File: config.mk
export PLATFORM = sky130hd
export DESIGN_NAME = pipe_stage_reg
export DESIGN_NICKNAME = d
export VERILOG_FILES = /design/src/rtl/pipe_stage_reg.sv
export SDC_FILE = /design/constraint.sdc
export NUM_CORES = 1
export LEC_CHECK = 0
export CAP_MARGIN = 40
export CORE_MARGIN = 10
export CORE_UTILIZATION = 49
export CTS_BUF_LIST = sky130_fd_sc_hd__clkbuf_2
export DETAILED_ROUTE_END_ITERATION = 7
export PLACE_DENSITY = 0.93
export SLEW_MARGIN = 25
export SYNTH_ARGS = -nofsm -noshare
export SYNTH_HDL_FRONTEND = slang
export SYNTH_SLANG_ARGS = --single-unit
File: constraint.sdc
create_clock -name clk -period 3.84 [get_ports clk]
set_clock_uncertainty 0.2 [all_clocks]
set_input_delay 0.576 -clock clk [delete_from_list [all_inputs] [get_ports clk]]
set_output_delay 0.576 -clock clk [all_outputs]
set_load 0.02 [all_outputs]
File: src/rtl/pipe_stage_reg.sv
// Generic pipeline stage register (D/E/M/W).
// The stage holds on a stall, flushes to a NOP on a bubble and advances otherwise.
// A bubble wins over a stall, so a taken jump can flush a stalled stage.
// It also keeps saturating stall and bubble statistics and a sticky stall watchdog for debug.
module pipe_stage_reg #(
  parameter int unsigned DATA_W    = 64,
  parameter logic [31:0] NOP_INSTR = 32'h00000013,
  parameter int unsigned CNT_W     = 16,
  parameter int unsigned MAX_STALL = 64
) (
  input  logic              clk,
  input  logic              rst_n,
  input  logic              stall_i,
  input  logic              bubble_i,
  input  logic              in_valid,
  input  logic [31:0]       in_pc,
  input  logic [31:0]       in_instr,
  input  logic [DATA_W-1:0] in_data,
  input  logic              clr_stat_i,
  output logic              out_valid,
  output logic [31:0]       out_pc,
  output logic [31:0]       out_instr,
  output logic [DATA_W-1:0] out_data,
  output logic [CNT_W-1:0]  stall_cnt,
  output logic [CNT_W-1:0]  bubble_cnt,
  output logic              stall_timeout
);

  // Run counter must be able to hold MAX_STALL itself (saturation point).
  localparam int unsigned      RUN_W   = $clog2(MAX_STALL + 1);
  localparam logic [RUN_W-1:0] RUN_MAX = RUN_W'(MAX_STALL);

  typedef enum logic {
    RUN  = 1'b0,
    HOLD = 1'b1
  } mode_e;

  // Qualified per-cycle controls
  logic stall_only;
  logic advance;

  // Datapath registers
  logic              valid_q, valid_d;
  logic [31:0]       pc_q,    pc_d;
  logic [31:0]       instr_q, instr_d;
  logic [DATA_W-1:0] data_q,  data_d;

  // Stage mode and watchdog state
  mode_e             mode_q,    mode_d;
  logic [RUN_W-1:0]  run_q,     run_d;
  logic              timeout_q, timeout_d;

  // Statistics
  logic [CNT_W-1:0]  stall_cnt_q,  stall_cnt_d;
  logic [CNT_W-1:0]  bubble_cnt_q, bubble_cnt_d;

  assign stall_only = stall_i & ~bubble_i;
  assign advance    = ~stall_i & ~bubble_i;

  // Next contents of the stage: flush, hold or load from upstream
  always_comb begin
    valid_d = valid_q;
    pc_d    = pc_q;
    instr_d = instr_q;
    data_d  = data_q;
    if (bubble_i) begin
      valid_d = 1'b0;
      pc_d    = '0;
      instr_d = NOP_INSTR;
      data_d  = '0;
    end else if (advance) begin
      valid_d = in_valid;
      pc_d    = in_pc;
      instr_d = in_instr;
      data_d  = in_data;
    end
  end

  // Stage content registers
  always_ff @(posedge clk or negedge rst_n) begin
    if (!rst_n) begin
      valid_q <= 1'b0;
      pc_q    <= '0;
      instr_q <= NOP_INSTR;
      data_q  <= '0;
    end else begin
      valid_q <= valid_d;
      pc_q    <= pc_d;
      instr_q <= instr_d;
      data_q  <= data_d;
    end
  end

  // Mode: only a stall-only cycle keeps or enters HOLD
  always_comb begin
    mode_d = RUN;
    if (stall_only) begin
      mode_d = HOLD;
    end
  end

  // Consecutive stall-only cycle count, saturating at MAX_STALL
  always_comb begin
    run_d = run_q;
    if (clr_stat_i) begin
      run_d = '0;
    end else if (stall_only) begin
      if (run_q != RUN_MAX) begin
        run_d = run_q + RUN_W'(1);
      end
    end else if (mode_q == HOLD) begin
      run_d = '0;
    end
  end

  // Sticky watchdog: set once the run count reaches MAX_STALL
  always_comb begin
    timeout_d = timeout_q;
    if (clr_stat_i) begin
      timeout_d = 1'b0;
    end else if (run_d == RUN_MAX) begin
      timeout_d = 1'b1;
    end
  end

  // Saturating statistic counters; clear wins over increment
  always_comb begin
    stall_cnt_d  = stall_cnt_q;
    bubble_cnt_d = bubble_cnt_q;
    if (clr_stat_i) begin
      stall_cnt_d  = '0;
      bubble_cnt_d = '0;
    end else begin
      if (stall_only && (stall_cnt_q != '1)) begin
        stall_cnt_d = stall_cnt_q + CNT_W'(1);
      end
      if (bubble_i && (bubble_cnt_q != '1)) begin
        bubble_cnt_d = bubble_cnt_q + CNT_W'(1);
      end
    end
  end

  // Mode, watchdog and statistics registers
  always_ff @(posedge clk or negedge rst_n) begin
    if (!rst_n) begin
      mode_q       <= RUN;
      run_q        <= '0;
      timeout_q    <= 1'b0;
      stall_cnt_q  <= '0;
      bubble_cnt_q <= '0;
    end else begin
      mode_q       <= mode_d;
      run_q        <= run_d;
      timeout_q    <= timeout_d;
      stall_cnt_q  <= stall_cnt_d;
      bubble_cnt_q <= bubble_cnt_d;
    end
  end

  assign out_valid     = valid_q;
  assign out_pc        = pc_q;
  assign out_instr     = instr_q;
  assign out_data      = data_q;
  assign stall_cnt     = stall_cnt_q;
  assign bubble_cnt    = bubble_cnt_q;
  assign stall_timeout = timeout_q;

endmodule

==> metrics, run 1 <==
top-area cell type share of the netlist area a little under three fifths; clk buf depth 2; max-slew violations 0; CP max stage cell clkdlybuf4s50_1; cell area power density between 300 and 400 nW/µm²; number of iterations in the first detailed-routing pass 5; initial antenna violation count 0; # resized after CTS 0; number of top-level pins between 200 and 300; number of warnings issued by yosys 0; Final GP Congestion 0.805; Num CTS Buffers 17; effective utilization at floorplan 49.6%; Crit Path Class reg2out; layout cells sized above 1 under 10%; unrepaired setup endpoints after global routing no; CTS tree yes; pin count of the biggest net entering global routing 130; highest net fanout along the worst path 7; die outline area a little over 20,000 µm²; Critical Path End Type primary output; result of the run finished clean; Post-Synthesis Net Count roughly 800; Clock Sink Count between 150 and 200; mean cell area of the mapped netlist roughly 11 µm²; count of distinct cell types in the synthesized netlist 45; Post-Synthesis Cell Area approximately 7500 µm²; Hold WC Path Type in2reg; Clock transition at path regs about 0.23 ns; Final Instance Count excl. Fillers between 1,000 and 1,500; post-placement cell area 10,600 µm²; peak supply drop slightly below 200 µV; Clock Root Buffer clkbuf_2; critical path depth in cells 1; worst setup path start bubble_cnt[1]; ANT cells 0; Syn-to-layout area delta 45.2%; global-route wire length before repair 34,900 µm; clock latency on the worst-skew pair between 0.7 and 0.8 ns; flop-to-flop setup slack between 1.5 and 2 ns; met1 routed wirelength after detailed routing 8780 µm; worst path bufs/invs 1; top flip-flop cell by instance count after synthesis dfrtp_1; via count of the routed design 6,071; kind of cell adding the most delay to the critical path buffers and inverters; most frequent cells after synthesis nor2_1 (169), dfrtp_1 (167), mux2i_1 (131), clkbuf_1 (22); shortest period the worst path allows ~2.7 ns; f_max about 0.37 GHz; DR WL met3 slightly above 2000 µm; final net count around 1,100; drt initial violations between 400 and 500; worst r2r src run_q[0]; grt total ovfl 0; met2 wire length approximately 12,000 µm; part of the Yosys area used for sequential elements approximately 57%; number of hold-slack violations in the final timing report 0; GRT Overall Usage 21.7%; final core occ 72.0%; slew margin rel. 37.1%; number of violations of the max-capacitance limit 0; reg2reg path depth 7; Worst Setup Start Kind register; vias in the first global route between 6,000 and 7,000; Worst-Margin Slew about 0.94 ns; Antenna Violating Nets Remaining 0; width of the die between 100 and 150 µm; total placed cells including tap cells roughly 1,100; most frequently used cell type in the post-synthesis netlist nor2_1; largest area contributor in the netlist dfrtp_1; data required time at the worst endpoint 3.06 ns; destination of the critical timing path bubble_cnt[1]; setup total negative slack 0 ns; cell-by-cell listing of the critical path clkdlybuf4s50_1; final std cell area, no fill about 11,000 µm²; cells taking the most area after synthesis dfrtp_1 (56%), mux2i_1 (18%), nor2_1 (8.5%), xnor2_1 (2.0%), xor2_1 (1.9%); biggest cell delay along the critical path ~0.7 ns; detailed placement HPWL about 18,000 µm; routed vias/inst around 5.3; worst endpoint data arrival time about 1.9 ns; Placement Rows 45; average wire length per cell after detail routing about 20 µm; PortBufs 295; final setup violation count 0; FF-to-FF End stall_timeout; leakage power figure about 5 nW; share of synthesized flip-flops with an asynchronous set or reset 100%; CTS HTree Levels 4; number of enable-type register cells in the synthesized netlist 0; buffers inserted during post-CTS setup optimization 0; Period Utilization, post-route between 70% and 80%; die span in y approximately 140 µm; Highest Signal Layer met4; core area around 15,000 µm²; DRC Markers 0; Post-Synthesis Cells around 660; final WL about 23,000 µm; #FFs+latches synth 170
-- cells in the final DEF (no fill, tap or decap), types with 2 or more instances in the layout --
master,netlist,routed
a211oi_1,2,2
a21oi_1,5,5
a41oi_1,3,3
and2_1,2,2
and3_1,7,7
and4_1,3,3
buf_12,0,2
buf_16,0,2
buf_4,0,5
buf_6,1,2
clkbuf_2,0,18
clkdlybuf4s50_1,0,292
clkinv_1,0,4
clkinv_2,0,2
clkinv_4,0,3
clkinvlp_4,0,2
dfrtp_1,167,167
dfstp_2,3,3
dlygate4sd3_1,0,3
ha_1,4,4
inv_1,11,11
mux2i_1,131,131
nand2_1,17,17
nand3_1,14,14
nand4_1,5,5
nor2_1,169,169
nor3_1,12,12
nor4_1,5,5
o2111ai_1,4,4
o211ai_1,5,5
o21a_1,2,2
o21ai_0,3,3
xnor2_1,17,17
xor2_1,16,16
-- worst register-to-register path, cell delays in order (launching register included) --
cell and delay (ns):
dfrtp_1 0.52, inv_1 0.09, ha_1 0.20, and4bb_2 0.26
a21oi_2 0.30, inv_1 0.08, o311a_1 0.34, o31ai_1 0.22
-- layout make-up --
| type | instances | area (µm²) |
|---|---|---|
| well taps | 188 | 235 |
| inverters | 11 | 41.3 |
| flip-flops and latches | 170 | 4260 |
| clock inverters | 13 | 105 |
| multi-input cells | 444 | 2990 |
| clock buffers | 18 | 90.1 |
| repair buffers | 306 | 3110 |
| fillers | 1006 | 4200 |
-- where the power goes --
part	switching, W	total, W	internal [W]
registers	0.0000501	0.00192	0.00187
clock network	0.000609	0.000835	0.000226
logic	0.000338	0.000694	0.000356
total	0.000996	0.00345	0.00246
-- per-stage QoR --
step / setup slack (ns) / total power (W) / hold WS [ns]
CTS: 1.08 / 0.00348 / 0.0833
floorplan: 1.77 / 0.00224 / 0.0804
global route: 1.02 / 0.00360 / 0.118
global placement: 1.44 / 0.00262 / 0.301
detailed placement: 1.36 / 0.00265 / 0.312
finish: 1.14 / 0.00345 / 0.146
-- layer usage --
layer  up-vias  GRT usage [%]
met5         -              0
met2       241           37.4
li1       2826              -
met1      2962           25.0
met4         0           7.09
met3        42           7.03
-- state kept, by name, indices dropped and copies added, names as in the netlist, 7 cells and up --
register,count
out_pc,32
stall_cnt,16
bubble_cnt,16
out_data,64
out_instr,32
run_q,7
-- logic make-up after synthesis --
family	share of synthesized area [%]
adders and majority gates	0.671
buffers and inverters	2.80
and+or+nand+nor	14.8
xor gates and xnor gates	3.87
muxes	17.7
DFF	57.1
AOI/OAI and AO/OA	3.04
-- how the worst min path moves through the flow --
stage,startpoint,endpoint,slack [ns],depth (start not counted)
2_1_floorplan,rst_n,bubble_cnt[0],0.08,0
3_3_place_gp,out_data[26],out_data[26],0.30,2
3_5_place_dp,out_instr[25],out_instr[25],0.31,2
4_1_cts,stall_i,stall_cnt[4],0.08,5
5_1_grt,stall_i,mode_q,0.12,3
6_report,stall_i,stall_cnt[4],0.15,5
-- timing repair --
action / in CTS / in global routing
endpoints found under the hold margin: 90 / 10
hold buffers: 2 / 1
setup endpoints to repair: 0 / 0
Note: power is estimated with default switching activity, not from simulation.
==> inputs of run 2 (changes only) <==
--- a/config.mk
+++ b/config.mk
@@ -7,10 +7,10 @@
 export LEC_CHECK = 0
 export CAP_MARGIN = 40
 export CORE_MARGIN = 10
-export CORE_UTILIZATION = 49
+export CORE_UTILIZATION = 41
 export CTS_BUF_LIST = sky130_fd_sc_hd__clkbuf_2
 export DETAILED_ROUTE_END_ITERATION = 7
-export PLACE_DENSITY = 0.93
+export PLACE_DENSITY = 0.83
 export SLEW_MARGIN = 25
 export SYNTH_ARGS = -nofsm -noshare
 export SYNTH_HDL_FRONTEND = slang
==> constraint.sdc (replaced) <==
create_clock -name clk -period 2.2 [get_ports clk]
set_clock_uncertainty 0.2 [all_clocks]
set_input_delay 0.33 -clock clk [delete_from_list [all_inputs] [get_ports clk]]
set_output_delay 0.33 -clock clk [all_outputs]
set_load 0.02 [all_outputs]
==> metrics, run 2 (same netlist as run 1, synthesis figures left out) <==
result of the run finished clean (unchanged); Placement Rows 49 (was 45); drt initial violations 307 (was 417); cell depth of the worst min-delay path 3 (was 5); CTS HTree Levels 4 (unchanged); via count of the routed design 6,948 (was 6,071); routed vias/inst 5.09 (was 5.28); detailed placement HPWL 17,200 µm (was 17,600 µm); number of iterations in the first detailed-routing pass 4 (was 5); layout cells sized above 1 11.2% (was 5.30%); launch point of the worst hold path clr_stat_i (was stall_i); initial antenna violation count 5 (was 0); final core occ 69.0% (was 72.0%); core area 17,900 µm² (was 15,000 µm²); Antenna Violating Nets Remaining 0 (unchanged); shortest period the worst path allows ~2.1 ns; Crit Path Class reg2out (unchanged); CP max stage cell dfrtp_1 (was clkdlybuf4s50_1); leakage power figure 6.18 nW (was 4.97 nW); Period Utilization, post-route between 90% and 100%; Worst Setup Start Kind register (unchanged); hold-critical path endpoint bubble_cnt[1] (was stall_cnt[4]); FF-to-FF End stall_timeout (unchanged); final net count 1,255 (was 1,088); global-route wire length before repair 42,500 µm (was 34,900 µm); setup total negative slack 0 ns (unchanged); number of hold-slack violations in the final timing report 0 (unchanged); worst path bufs/invs 1 (unchanged); number of violations of the max-capacitance limit 0 (unchanged); flop-to-flop setup slack 0.14 ns (was 1.57 ns); CTS tree yes (unchanged); most common library cell in the layout ignoring fill and taps nor2_1 (was clkdlybuf4s50_1); pin count of the biggest net entering global routing 109 (was 130); PortBufs 295 (unchanged); width of the die 155 µm (was 143 µm); worst r2r src run_q[0] (unchanged); average wire length per cell after detail routing 20.2 µm (was 20.1 µm); post-placement cell area 10,700 µm² (was 10,600 µm²); Final GP Congestion 0.861 (was 0.805); biggest cell delay along the critical path 0.43 ns (was 0.70 ns); peak supply drop 305 µV (was 195 µV); highest net fanout along the worst path 2 (was 7); cell-by-cell listing of the critical path dlygate4sd2_1 (was clkdlybuf4s50_1); clock latency on the worst-skew pair 0.78 ns (was 0.71 ns); Hold WC Path Type in2reg (unchanged); effective utilization at floorplan 41.7% (was 49.6%); final WL 27,500 µm (was 23,100 µm); Clock Sink Count 170 (unchanged); worst endpoint data arrival time 1.58 ns (was 1.92 ns); reg2reg path depth 7 (unchanged); kind of cell adding the most delay to the critical path flip-flops (was buffers and inverters); Worst-Margin Slew 0.542 ns (was 0.943 ns); max-slew violations 0 (unchanged); Syn-to-layout area delta 65.7% (was 45.2%); number of top-level pins 296 (unchanged); GRT Overall Usage 22.1% (was 21.7%); DRC Markers 0 (unchanged); overall power after layout 0.00657 W (was 0.00345 W); slew margin rel. 63.6% (was 37.1%); Num CTS Buffers 17 (unchanged); die outline area 24,000 µm² (was 20,600 µm²); die span in y 155 µm (was 143 µm); final setup violation count 0 (unchanged); Critical Path End Type primary output (unchanged); cell area power density 532 nW/µm² (was 319 nW/µm²); final-layout worst hold slack 0.134 ns (was 0.146 ns); leading cell types in the layout, fill and taps excluded nor2_1 (169), dfrtp_1 (155), dlygate4sd3_1 (135) (was clkdlybuf4s50_1 (292), nor2_1 (169), dfrtp_1 (167)); data required time at the worst endpoint 1.67 ns (was 3.06 ns); vias in the first global route 7,406 (was 6,104); f_max between 0.4 and 0.5 GHz; clk buf depth 2 (unchanged); Largest register FFs 64 (unchanged); Clock transition at path regs 0.27 ns (was 0.23 ns); worst setup path start out_data[25] (was bubble_cnt[1]); Clock Root Buffer clkbuf_2 (unchanged); final std cell area, no fill 12,400 µm² (was 10,800 µm²); grt total ovfl 0 (unchanged)
[run 2: changes by cell type in the layout (fill, tap and decap cells not counted), moves of 8 or more]
cell / previous run / this run
clkdlybuf4s15_1: 0 / 25
dfrtp_2: 0 / 12
dlygate4sd2_1: 0 / 113
clkbuf_2: 18 / 28
clkdlybuf4s15_2: 0 / 8
buf_4: 5 / 38
dlygate4sd3_1: 3 / 135
dfrtp_1: 167 / 155
clkdlybuf4s50_1: 292 / 130
[run 2: area by class of cell]
| cell class | instances | area [µm²] |
|---|---|---|
| fillers | 1242 | 5540 |
| repair buffers | 473 | 4490 |
| flip-flops and latches | 170 | 4270 |
| multi-input cells | 444 | 2990 |
| well taps | 229 | 287 |
| clock inverters | 14 | 169 |
| clock buffers | 18 | 90.1 |
| inverters | 11 | 41.3 |
| diodes | 6 | 15.0 |
[run 2: per-layer routing]
layer  vias up  track usage [%]  share of wire (%)
met2       304             37.1                 50
met4         0             9.36                3.6
met5         -                0                  0
met1      3420             25.4                 39
met3        66             7.03                7.4
li1       3158                -                  -
[run 2: how the worst max path moves through the flow]
stage / endpoint / slack [ns] / cells after the start
final: out_data[25] / 0.09 / 1
after global routing: out_data[21] / -0.02 / 1
after CTS: stall_cnt[2] / 0.002 / 1
after detailed placement: stall_timeout / 0.16 / 8
after global placement: stall_timeout / 0.27 / 7
after floorplan: bubble_cnt[1] / 0.13 / 6
[run 2: stage by stage]
step                setup WS [ns]  std cells
floorplan                   0.132        663
global placement            0.266       1167
detailed placement          0.155       1167
CTS                       0.00161       1349
global route              -0.0190       1364
finish                     0.0933       1365
[run 2: what timing repair did]
item | CTS | global route
gates resized for setup | 208 | 46
setup buffers | 14 | 10
endpoints found under the setup margin | 162 | 43
gates cloned | 0 | 0
hold endpoints to repair | 324 | 0
hold buffers | 136 | 0
[run 2: where the power goes]
group / switching (W) / leakage, nW / total (W) / internal (W)
Combinational: 0.000686 / 3.79 / 0.00138 / 0.000697
Clock: 0.00119 / 0.145 / 0.00183 / 0.000643
Sequential: 0.0000833 / 2.25 / 0.00336 / 0.00327
Total: 0.00196 / 6.18 / 0.00657 / 0.00461
